File: src/rtl/rv_pkg.sv
// Shared RISC-V definitions: major opcodes (instr[6:2]), hazard FSM states,
// and helpers describing which source registers an instruction reads.
package rv_pkg;

    localparam logic [4:0] LOAD   = 5'b00000;
    localparam logic [4:0] STORE  = 5'b01000;
    localparam logic [4:0] OP     = 5'b01100;
    localparam logic [4:0] OP_IMM = 5'b00100;
    localparam logic [4:0] BRANCH = 5'b11000;
    localparam logic [4:0] JAL    = 5'b11011;
    localparam logic [4:0] JALR   = 5'b11001;
    localparam logic [4:0] LUI    = 5'b01101;
    localparam logic [4:0] AUIPC  = 5'b00101;

    typedef enum logic [1:0] {
        RUN    = 2'b00,
        DRAIN  = 2'b01,
        HALTED = 2'b10
    } hz_state_e;

    // rs1 is read by everything except the U-type ops and JAL.
    function automatic logic uses_rs1(input logic [4:0] opcode);
        return !(opcode == LUI || opcode == AUIPC || opcode == JAL);
    endfunction

    // rs2 is read only by register-register ALU ops, stores and branches.
    function automatic logic uses_rs2(input logic [4:0] opcode);
        return (opcode == OP || opcode == STORE || opcode == BRANCH);
    endfunction

endpackage

File: src/rtl/hazard_ctrl_sat_counter.sv
// Saturating up-counter: counts qualifying events, sticks at all-ones.
module sat_counter #(
    parameter int W = 32
) (
    input  logic         clk,
    input  logic         rst,
    input  logic         inc,
    output logic [W-1:0] count
);

    logic [W-1:0] count_q;
    logic [W-1:0] count_d;

    // Increment unless already saturated.
    always_comb begin
        count_d = count_q;
        if (inc && (count_q != '1)) begin
            count_d = count_q + W'(1);
        end
    end

    // Count register with synchronous active-low clear.
    always_ff @(posedge clk) begin
        if (!rst) begin
            count_q <= '0;
        end else begin
            count_q <= count_d;
        end
    end

    assign count = count_q;

endmodule

File: src/rtl/hazard_ctrl.sv
// Hazard and halt controller beside the D/E register: load-use stalls,
// taken-branch flushes, halt drain sequencing and performance counters.
//
// state  | meaning
// -------+------------------------------------------------------------
// RUN    | normal operation; halt > taken branch > load-use
// DRAIN  | halt left E, older instructions retiring; front end frozen
// HALTED | core stopped; sticky until reset
module hazard_ctrl
    import rv_pkg::*;
#(
    parameter int CNT_W        = 32,
    parameter int DRAIN_CYCLES = 2
) (
    input  logic             clk,
    input  logic             rst,
    input  logic [4:0]       opcode_d,
    input  logic [4:0]       rs1_index_d,
    input  logic [4:0]       rs2_index_d,
    input  logic [4:0]       opcode_e,
    input  logic [4:0]       rd_index_e,
    input  logic             wb_en_e,
    input  logic             next_pc_sel_e,
    input  logic             halt_e,
    output logic             stall_pc,
    output logic             stall_f_d,
    output logic             flush_f_d,
    output logic             flush_d_e,
    output logic             halted,
    output logic [CNT_W-1:0] stall_cnt,
    output logic [CNT_W-1:0] flush_cnt
);

    localparam int DW = (DRAIN_CYCLES < 2) ? 1 : $clog2(DRAIN_CYCLES + 1);
    localparam logic [DW-1:0] DRAIN_INIT = DW'(DRAIN_CYCLES);

    hz_state_e     state_q, state_d;
    logic [DW-1:0] drain_cnt_q, drain_cnt_d;
    logic          halted_q, halted_d;
    logic          load_use;
    logic          stall_inc;
    logic          flush_inc;

    // Load in E whose destination feeds a source D actually reads.
    always_comb begin
        load_use = (opcode_e == LOAD) && wb_en_e && (rd_index_e != 5'd0) &&
                   ((uses_rs1(opcode_d) && (rs1_index_d == rd_index_e)) ||
                    (uses_rs2(opcode_d) && (rs2_index_d == rd_index_e)));
    end

    // Next-state and combinational pipeline controls.
    always_comb begin
        state_d     = state_q;
        drain_cnt_d = drain_cnt_q;
        stall_pc    = 1'b0;
        stall_f_d   = 1'b0;
        flush_f_d   = 1'b0;
        flush_d_e   = 1'b0;
        stall_inc   = 1'b0;
        flush_inc   = 1'b0;
        case (state_q)
            RUN: begin
                if (halt_e) begin
                    // Nothing younger than the halt may enter the pipe.
                    stall_pc    = 1'b1;
                    flush_f_d   = 1'b1;
                    flush_d_e   = 1'b1;
                    state_d     = DRAIN;
                    drain_cnt_d = DRAIN_INIT;
                end else if (next_pc_sel_e) begin
                    // D is wrong-path, so any load-use stall on it is moot.
                    flush_f_d = 1'b1;
                    flush_d_e = 1'b1;
                    flush_inc = 1'b1;
                end else if (load_use) begin
                    stall_pc  = 1'b1;
                    stall_f_d = 1'b1;
                    flush_d_e = 1'b1;
                    stall_inc = 1'b1;
                end
            end
            DRAIN: begin
                stall_pc    = 1'b1;
                stall_f_d   = 1'b1;
                flush_d_e   = 1'b1;
                drain_cnt_d = drain_cnt_q - DW'(1);
                // <= rather than == so a zero drain length cannot wedge here.
                if (drain_cnt_q <= DW'(1)) begin
                    state_d = HALTED;
                end
            end
            HALTED: begin
                stall_pc  = 1'b1;
                stall_f_d = 1'b1;
                flush_d_e = 1'b1;
            end
            default: begin
                state_d = RUN;
            end
        endcase
        halted_d = (state_d == HALTED);
    end

    // State, drain timer and registered halted flag.
    always_ff @(posedge clk) begin
        if (!rst) begin
            state_q     <= RUN;
            drain_cnt_q <= '0;
            halted_q    <= 1'b0;
        end else begin
            state_q     <= state_d;
            drain_cnt_q <= drain_cnt_d;
            halted_q    <= halted_d;
        end
    end

    assign halted = halted_q;

    sat_counter #(.W(CNT_W)) u_stall_cnt (
        .clk   (clk),
        .rst   (rst),
        .inc   (stall_inc),
        .count (stall_cnt)
    );

    sat_counter #(.W(CNT_W)) u_flush_cnt (
        .clk   (clk),
        .rst   (rst),
        .inc   (flush_inc),
        .count (flush_cnt)
    );

endmodule

File: config.mk
export PLATFORM = sky130hd
export DESIGN_NAME = hazard_ctrl
export DESIGN_NICKNAME = d
export VERILOG_FILES = /design/src/rtl/rv_pkg.sv /design/src/rtl/hazard_ctrl_sat_counter.sv /design/src/rtl/hazard_ctrl.sv
export SDC_FILE = /design/constraint.sdc
export NUM_CORES = 1
export LEC_CHECK = 0
export BUFFER_PORTS_ARGS = -buffer_cell sky130_fd_sc_hd__clkbuf_2
export CORE_UTILIZATION = 50
export DETAILED_ROUTE_END_ITERATION = 8
export HOLD_SLACK_MARGIN = 0.15
export PLACE_DENSITY = 0.85
export SETUP_SLACK_MARGIN = 0.1
export SLEW_MARGIN = 15
export SYNTH_ARGS = -nofsm -noshare
export SYNTH_HDL_FRONTEND = slang
export SYNTH_SLANG_ARGS = --single-unit
File: constraint.sdc
create_clock -name clk -period 6.3 [get_ports clk]
set_input_delay 0.63 -clock clk [delete_from_list [all_inputs] [get_ports clk]]
set_output_delay 0.63 -clock clk [all_outputs]
set_load 0.01 [all_outputs]
==> out/qor.txt <==
Tcrit/Tclk final - 55.0%
die width - 89.9 um
Syn Std Cell Area - 0.00386 mm^2
setup TNS - 0 ps
min Tclk post-route - 3470 ps
CP max-delay cell - dfxtp_1
die height - 89.9 um
Hold/Removal Path Class - reg2reg
most frequent cells in the layout - clkbuf_2, dfxtp_1, nand2_1
Post-synth EDFFs - 0
Final Hold Viols - 0
CTS max path bufs - 2
CP bufs+invs - 3
post-CTS setup buffers - 0
total CTS buffers - 9
Hold Path Depth - 2
Final setup viols - 0
layout cells sized above 1 - 22.1%
vias in the first global route - 3443
Die ar. - 0.00807 mm^2
clk_skew - 11.4 ps
global route overflow - 0
crit-path leading delay family - compound AO/OA/AOI/OAI gates
Final Cell Area - 0.00466 mm^2
Port Buf Inserts - 98
number of I/O pins - 99
CTS root buffer - clkbuf_8
FMAX - 288 MHz
Area Growth Syn to Fin - 20.8%
H-tree depth - 3
FP Rows - 31
CTS tree - built
core area - 0.00737 mm^2
drt drc - 0
worst-path maximum fanout - 34
Syn Inst Count - 470
Critical Path Sink Type - output port
register area share after synthesis - 35.8%
hold buffer count at CTS - 0
detailed-route via count - 3868
Power Dens Cells - 218 mW/mm^2
hold slack - 484 ps
maximum VDD drop - 117 uV
Leakage - 1.77 nW
Pins Over Slew Limit - 0
via/cell ratio - 5.85
router iterations before antenna repair - 4
Area contributors post-synth - dfxtp_1, xnor2_1, mux2i_1, nand2_1, nand2b_1
Data arrival, critical path - 2840 ps
first-pass GRT wire length - 15.8 mm
worst-path cell chain - inv_1 > ha_1 > nor4bb_1 > o211ai_1 > a21oi_1 > a41oi_4 > buf_16 > o21a_1 > nor2_1 > clkbuf_2
Setup CP Type - reg2out
crit start category - register
flops & latches, synth - 69
Crit. path cell count - 10
syn_area_per_cell - 8.21 um^2
Relative slew margins - 28.0%
Starting DRT DRC Count - 211
Syn. warnings - 0
r2r worst-path depth - 9
Initial Utilization - 52.4%
HPWL after DPL - 6.71 mm
max_cap viols - 0
RSZ-0062 raised after global routing - no
dpl cell area - 0.00440 mm^2
clock latency on the worst-skew pair - 350 ps
clock-pin slew on the worst setup and hold paths - 70 ps
Layout Nets - 594
All-Layer GR Usage - 23.6%
post_cts resized - 0
ant diodes - 0
WL per Instance - 14.5 um
final wirelength - 9.59 mm
initial antenna violation count - 0
antenna viol nets, final - 0
Synth area leader - dfxtp_1
Worst-Margin Slew - 1070 ps
area fraction of the dominant cell type after synthesis - 35.8%
commonest non-fill, non-tap cell in the layout - clkbuf_2
status - completed
Async SR Flop Fraction - 0%
Syn Nets - 507
GP Congestion - 0.818
CP required - 5670 ps
Num Clock Sinks - 69
Synth Flop Type - dfxtp_1
Netlist cell types - 47
crit-path max cell delay - 360 ps
largest net degree at the start of global routing - 57
## worst paths after layout
| kind | from | endpoint | slack, ps |
|---|---|---|---|
| setup / recovery | state_q[1]$_SDFF_PN0_ | stall_pc | 2830 |
| hold / removal | u_stall_cnt.count[28]$_SDFFE_PN0P_ | u_stall_cnt.count[28]$_SDFFE_PN0P_ | 480 |
| setup reg to reg | state_q[1]$_SDFF_PN0_ | u_stall_cnt.count[24]$_SDFFE_PN0P_ | 3470 |
| hold reg to reg | u_stall_cnt.count[28]$_SDFFE_PN0P_ | u_stall_cnt.count[28]$_SDFFE_PN0P_ | 480 |
## metal layers
metal  wire [um]  part of all wire (%)  up-vias  GRT usage, %
met5           0                     0        -             0
met4         147                   1.5        0          8.60
met3         532                   5.6       13          4.91
met2        4600                    48      138          39.7
met1        4300                    45     1830          30.0
li1            -                     -     1887             -
## cell usage after synthesis (2+ instances only)
library cell  instances
nand2_1              49
a21oi_1              16
ha_1                  7
o41ai_1               7
o31ai_1               8
xnor2_1              27
nor4_1               17
nor4b_1               2
clkbuf_1             15
o21ai_0               6
inv_1                 9
nor2_1               43
and2_1                5
or4_1                11
o211ai_1              3
nor3_1               16
nand3_1              23
or3_1                 8
nand4_1              19
mux2i_1              19
dfxtp_1              69
and3_1               13
o311ai_0              7
xor2_1                7
nor3b_1               4
nand2b_1             26
and4_1                6
buf_2                 9
## tightest hold or removal path, stage by stage, from the launching register on
cell and delay [ps]:
dfxtp_1 330, nand2_1 60, mux2i_1 50
## report_power, final
group	internal (mW)	leakage, nW	total (mW)	switching, mW
Sequential	0.445	0.557	0.453	0.00774
Combinational	0.0572	1.10	0.135	0.0780
Clock	0.263	0.116	0.431	0.168
## flip-flops by register name, indices dropped and copies added, names as in the netlist
name / flops
u_flush_cnt.count: 32
state_q: 2
drain_cnt_q: 2
halted: 1
u_stall_cnt.count: 32
## cell families (layout without fill, tap and decap cells)
group           after synthesis  in the layout  share of synthesized area (%)
buf+inv                      34            126                           3.60
fa+ha+maj                     7              7                           2.27
flops                        69             69                           35.8
simple gates                252            252                           35.7
compound gates               54             54                           9.76
xor+xnor                     34             34                           7.71
mux                          20             20                           5.22
## final cells by class
| cell class | count | area (um^2) |
|---|---|---|
| timing repair buffer | 101 | 533 |
| multi-input combinational | 367 | 2350 |
| inverter | 9 | 33.8 |
| tap | 99 | 124 |
| fill | 636 | 2710 |
| clock inverter | 6 | 111 |
| sequential | 69 | 1380 |
| clock buffer | 10 | 128 |
## metrics by stage
step           power (mW)  util (%)  instances  setup slack [ps]
4_1_cts              1.02      62.9        660              2540
6_report             1.02      63.3        661              2830
3_5_place_dp        0.595      59.6        644              2560
5_1_grt              1.06      63.3        661              2550
3_3_place_gp        0.587      59.6        644              2680
2_1_floorplan       0.550         -        470              3400
Note: power is estimated with default switching activity, not from simulation.
